File: src/rtl/load_extend_unit.sv
// Load-data stage: word-aligned memory read, lane select, sign/zero extension, valid/ready response.
// Optional misalignment trap is enabled with `define LOAD_MISALIGN_TRAP_EN.
module load_extend_unit #(
  parameter int unsigned TIMEOUT_CYCLES = 255
) (
  input  logic        clk,
  input  logic        reset,
  input  logic        req_valid,
  output logic        req_ready,
  input  logic [31:0] req_addr,
  input  logic [2:0]  req_funct3,
  output logic        mem_re,
  output logic [31:0] mem_addr,
  input  logic        mem_ack,
  input  logic [31:0] mem_rdata,
  output logic        rsp_valid,
  input  logic        rsp_ready,
  output logic [31:0] rsp_data,
  output logic        rsp_err,
  output logic        busy
);

  localparam logic [1:0] S_IDLE = 2'd0;
  localparam logic [1:0] S_READ = 2'd1;
  localparam logic [1:0] S_RESP = 2'd2;

  localparam logic [15:0] TO_LAST = 16'(TIMEOUT_CYCLES - 1);

  logic [1:0]  state_q, state_d;
  logic [1:0]  off_q, off_d;
  logic [2:0]  f3_q, f3_d;
  logic [15:0] cnt_q, cnt_d;
  logic        mem_re_q, mem_re_d;
  logic [31:0] mem_addr_q, mem_addr_d;
  logic        rsp_valid_q, rsp_valid_d;
  logic [31:0] rsp_data_q, rsp_data_d;
  logic        rsp_err_q, rsp_err_d;

  logic        f3_legal;
  logic        misalign;

  always_comb begin
    case (req_funct3)
      3'b000, 3'b001, 3'b010, 3'b100, 3'b101: f3_legal = 1'b1;
      default:                                f3_legal = 1'b0;
    endcase
  end

`ifdef LOAD_MISALIGN_TRAP_EN
  assign misalign = ((req_funct3[1:0] == 2'b01) && req_addr[0]) ||
                    ((req_funct3 == 3'b010) && (req_addr[1:0] != 2'b00));
`else
  assign misalign = 1'b0;
`endif

  // Upper bits take the lane MSB for signed loads (funct3[2]=0), zeros otherwise.
  function automatic logic [31:0] extend_lane(input logic [31:0] w,
                                              input logic [1:0]  off,
                                              input logic [2:0]  f3);
    logic [7:0]  b;
    logic [15:0] h;
    logic [31:0] r;
    b = w[{off, 3'b000} +: 8];
    h = off[1] ? w[31:16] : w[15:0];
    case (f3[1:0])
      2'b00:   r = {{24{b[7] & ~f3[2]}}, b};
      2'b01:   r = {{16{h[15] & ~f3[2]}}, h};
      default: r = w;
    endcase
    return r;
  endfunction

  always_comb begin
    state_d     = state_q;
    off_d       = off_q;
    f3_d        = f3_q;
    cnt_d       = cnt_q;
    mem_re_d    = mem_re_q;
    mem_addr_d  = mem_addr_q;
    rsp_valid_d = rsp_valid_q;
    rsp_data_d  = rsp_data_q;
    rsp_err_d   = rsp_err_q;
    case (state_q)
      S_IDLE: begin
        if (req_valid) begin
          off_d      = req_addr[1:0];
          f3_d       = req_funct3;
          mem_addr_d = {req_addr[31:2], 2'b00};
          if (!f3_legal || misalign) begin
            rsp_valid_d = 1'b1;
            rsp_err_d   = 1'b1;
            rsp_data_d  = 32'd0;
            state_d     = S_RESP;
          end else begin
            mem_re_d = 1'b1;
            state_d  = S_READ;
          end
        end
      end
      S_READ: begin
        if (mem_ack) begin
          mem_re_d    = 1'b0;
          rsp_valid_d = 1'b1;
          rsp_err_d   = 1'b0;
          rsp_data_d  = extend_lane(mem_rdata, off_q, f3_q);
          cnt_d       = 16'd0;
          state_d     = S_RESP;
        end else if (cnt_q == TO_LAST) begin
          // Any ack arriving after this point lands in RESP/IDLE and is dropped.
          mem_re_d    = 1'b0;
          rsp_valid_d = 1'b1;
          rsp_err_d   = 1'b1;
          rsp_data_d  = 32'd0;
          cnt_d       = 16'd0;
          state_d     = S_RESP;
        end else begin
          cnt_d = cnt_q + 16'd1;
        end
      end
      S_RESP: begin
        if (rsp_ready) begin
          rsp_valid_d = 1'b0;
          state_d     = S_IDLE;
        end
      end
      default: state_d = S_IDLE;
    endcase
  end

  always_ff @(posedge clk) begin
    if (reset) begin
      state_q     <= S_IDLE;
      off_q       <= 2'd0;
      f3_q        <= 3'd0;
      cnt_q       <= 16'd0;
      mem_re_q    <= 1'b0;
      mem_addr_q  <= 32'd0;
      rsp_valid_q <= 1'b0;
      rsp_data_q  <= 32'd0;
      rsp_err_q   <= 1'b0;
    end else begin
      state_q     <= state_d;
      off_q       <= off_d;
      f3_q        <= f3_d;
      cnt_q       <= cnt_d;
      mem_re_q    <= mem_re_d;
      mem_addr_q  <= mem_addr_d;
      rsp_valid_q <= rsp_valid_d;
      rsp_data_q  <= rsp_data_d;
      rsp_err_q   <= rsp_err_d;
    end
  end

  assign req_ready = (state_q == S_IDLE);
  assign busy      = (state_q != S_IDLE);
  assign mem_re    = mem_re_q;
  assign mem_addr  = mem_addr_q;
  assign rsp_valid = rsp_valid_q;
  assign rsp_data  = rsp_data_q;
  assign rsp_err   = rsp_err_q;

endmodule

File: config.mk
export PLATFORM = sky130hd
export DESIGN_NAME = load_extend_unit
export DESIGN_NICKNAME = d
export VERILOG_FILES = /design/src/rtl/load_extend_unit.sv
export SDC_FILE = /design/constraint.sdc
export NUM_CORES = 1
export LEC_CHECK = 0
export BUFFER_PORTS_ARGS = -buffer_cell sky130_fd_sc_hd__buf_2
export CORE_MARGIN = 4
export CORE_UTILIZATION = 54
export CTS_CLUSTER_DIAMETER = 30
export DETAILED_ROUTE_END_ITERATION = 7
export GPL_ROUTABILITY_DRIVEN = 0
export GPL_TIMING_DRIVEN = 0
export HOLD_SLACK_MARGIN = 0.06
export PLACE_DENSITY = 0.85
export SYNTH_ARGS = -nofsm -noshare
export SYNTH_HDL_FRONTEND = slang
export SYNTH_SLANG_ARGS = --single-unit
export TNS_END_PERCENT = 10
File: constraint.sdc
create_clock -name clk -period 2.93 [get_ports clk]
set_input_delay 0.293 -clock clk [delete_from_list [all_inputs] [get_ports clk]]
set_output_delay 0.293 -clock clk [all_outputs]
set_load 0.005 [all_outputs]
==> out/summary.txt <==
CP delay by family, top -> compound AO/OA/AOI/OAI gates
Post-CTS Setup Bufs -> 0
Hpwl dp -> 9280 um
Clock sink total -> 88
Std-Cell Core Area -> 0.00737 sq mm
Leak -> 2.15 nW
Fin crit share -> 73.5%
Final Hold Viols -> 0
Routed vias/inst -> 5.91
# H-tree levels -> 3
Relative slew slack -> 58.8%
GRT Total Usage -> 27.4%
Largest cells by area after synthesis -> dfxtp_1, nand2_1, a21oi_1, inv_1, a31oi_1
Via count of the first global-routing pass -> 4255
Syn avg cell area -> 8.22 sq um
Port Buffers -> 138
Sequential fraction of the synthesis area -> 42.3%
DRC viols -> 0
Final wirelength -> 12100 um
Seq cells post-synth -> 88
Crit path DAT -> 2390 ps
Predominant post-synthesis flop cell -> dfxtp_1
CP required -> 3160 ps
CP cell instances -> ha_1 > nor4b_1 > nand4_2 > a221oi_4 > buf_4 > o311ai_1
Die width -> 95.8 um
FFs w/ async S/R, synth -> 0%
Setup WS post-layout -> 778 ps
Drt wl/cell -> 16.0 um
Worst skew pair latency -> 360 ps
YS warnings -> 0
Slowest library cell on the worst path -> a221oi_4
Crit-path max cell delay -> 500 ps
Final Skew -> 10.6 ps
Max Slew Vio Count -> 0
Hold Path Class -> in2reg
CP max FO -> 10
Yosys top cell by area -> dfxtp_1
Place WS -> 824 ps
Largest net degree at the start of global routing -> 17
RSZ-0062 raised after global routing -> false
Die height -> 95.8 um
CTS tree -> built
I/O Pins -> 141
Die ar. -> 0.00917 sq mm
Final min period -> 2150 ps
Wire length on met2 -> 5480 um
Clock Tree Buf Depth -> 2
Layout Nets -> 730
CP endpoint kind -> register
Fmax -> 465 MHz
Grt ovf -> 0
Status -> finished clean
Cell Pwr Density -> 485 mW/mm^2
Share of post-route cells with drive strength above 1 -> 27.7%
Maximum VDD drop -> 0.376 mV
Total CTS buffers -> 9
Initial antenna violation count -> 0
Most common cell in the netlist -> nand2_1
Top sig layer -> met4
Crit Path Category -> reg2reg
Top cells by count, synth -> nand2_1, dfxtp_1, a21oi_1
Post-DRT Antenna Nets -> 0
Max_cap viols -> 0
Post-Syn Area -> 0.00416 sq mm
Tightest Pin Transition -> 618 ps
Number of DRC markers in iteration 0 -> 376
Detailed-route via count -> 4492
Post-CTS Hold Fix Bufs -> 0
Post-Synthesis Cells -> 506
First-pass GRT wire length -> 19800 um
Post-cts sizing count -> 0
Drt first pass iters -> 7
Post-synth EDFFs -> 0
Worst-path clk slew -> 100 ps
Starting Density -> 56.5%
Post-synth top area share -> 42.3%
Detail Route met3 WL -> 1390 um
Unique masters post-synth -> 53
Setup Viol. Count Final -> 0
Worst Path Buf+Inv -> 1
M1 WL -> 4890 um
Worst setup SP type -> register
Root buf cell -> clkbuf_8
Diodes inserted -> 0
TNS Setup -> 0 ps
# rows -> 31
Synth-to-Final Area Change -> 23.9%
metal layers:
metal	vias up	track usage, %
li1	2122	-
met1	2071	34.1
met2	264	43.0
met3	35	9.54
met4	0	12.2
met5	-	0
registers in the layout (all words and copies together) (netlist names):
register   count
rsp_data      32
mem_re         1
f3_q           3
cnt_q         16
mem_addr      30
rsp_err        1
off_q          2
state_q        2
rsp_valid      1
path summary, 6_finish.rpt:
| kind | endpoint | cells after the start | startpoint | slack (ps) |
|---|---|---|---|---|
| hold reg to reg | mem_addr[29] | 2 | mem_addr[29] | 460 |
| setup / recovery | rsp_data[18] | 6 | cnt_q[1] | 780 |
| setup reg to reg | rsp_data[18] | 6 | cnt_q[1] | 780 |
| hold / removal | mem_addr[9] | 3 | req_addr[9] | 160 |
final cells by class:
| cell class | instances | area [sq um] |
|---|---|---|
| Fill cell | 615 | 2210 |
| Multi-Input combinational cell | 333 | 2040 |
| Sequential cell | 88 | 1760 |
| Timing Repair Buffer | 138 | 691 |
| Inverter | 48 | 180 |
| Buffer | 38 | 178 |
| Clock buffer | 10 | 128 |
| Tap cell | 99 | 124 |
| Clock inverter | 6 | 50.0 |
stage by stage:
stage	power, mW	util (%)	area [sq um]	hold WS (ps)	std cells
global route	2.62	70.0	5160	145	760
floorplan	1.56	-	4160	409	507
detailed placement	1.74	67.6	4980	446	744
finish	2.50	70.0	5160	157	760
global placement	1.72	67.6	4980	439	744
CTS	2.50	70.0	5160	148	760
cells in the final DEF, fill, tap and decap left out, types with 3 or more instances in the layout:
| cell type | n |
|---|---|
| buf_2 | 145 |
| nand2_1 | 94 |
| dfxtp_1 | 88 |
| a21oi_1 | 50 |
| inv_1 | 47 |
| clkbuf_1 | 24 |
| a31oi_1 | 21 |
| o21ai_0 | 18 |
| o32ai_1 | 15 |
| o311ai_1 | 13 |
| clkbuf_8 | 9 |
| and3b_1 | 8 |
| or3_1 | 8 |
| a221oi_1 | 8 |
| nand3b_1 | 7 |
| nand3_1 | 7 |
| buf_4 | 7 |
| mux2_2 | 7 |
| a211o_1 | 7 |
| nand4_1 | 6 |
| nand2b_1 | 5 |
| o211ai_1 | 5 |
| nor2_1 | 4 |
| nor4_1 | 4 |
| nor3_1 | 4 |
| o22ai_1 | 4 |
| nor2b_1 | 3 |
| o311ai_0 | 3 |
cells by family (layout without fill, tap and decap cells):
group           after synthesis  in the layout  share of synthesized area, %
simple gates                164            164                          19.8
buf+inv                      86            240                          8.60
mux                          10             10                          2.71
fa+ha+maj                     2              2                         0.601
other cells                   1              2                        0.0901
flops                        88             88                          42.3
compound gates              155            155                          25.9
power breakdown:
group	leakage (nW)	switching [mW]	internal, mW	total [mW]
clock network	0.0892	0.461	0.321	0.782
logic	1.34	0.252	0.181	0.433
registers	0.716	0.0360	1.25	1.29
worst min-delay path, stage by stage:
cell and delay, ps:
buf_2 100, nand2_1 40, a21oi_1 50
Power figures use the tool's default switching activity.
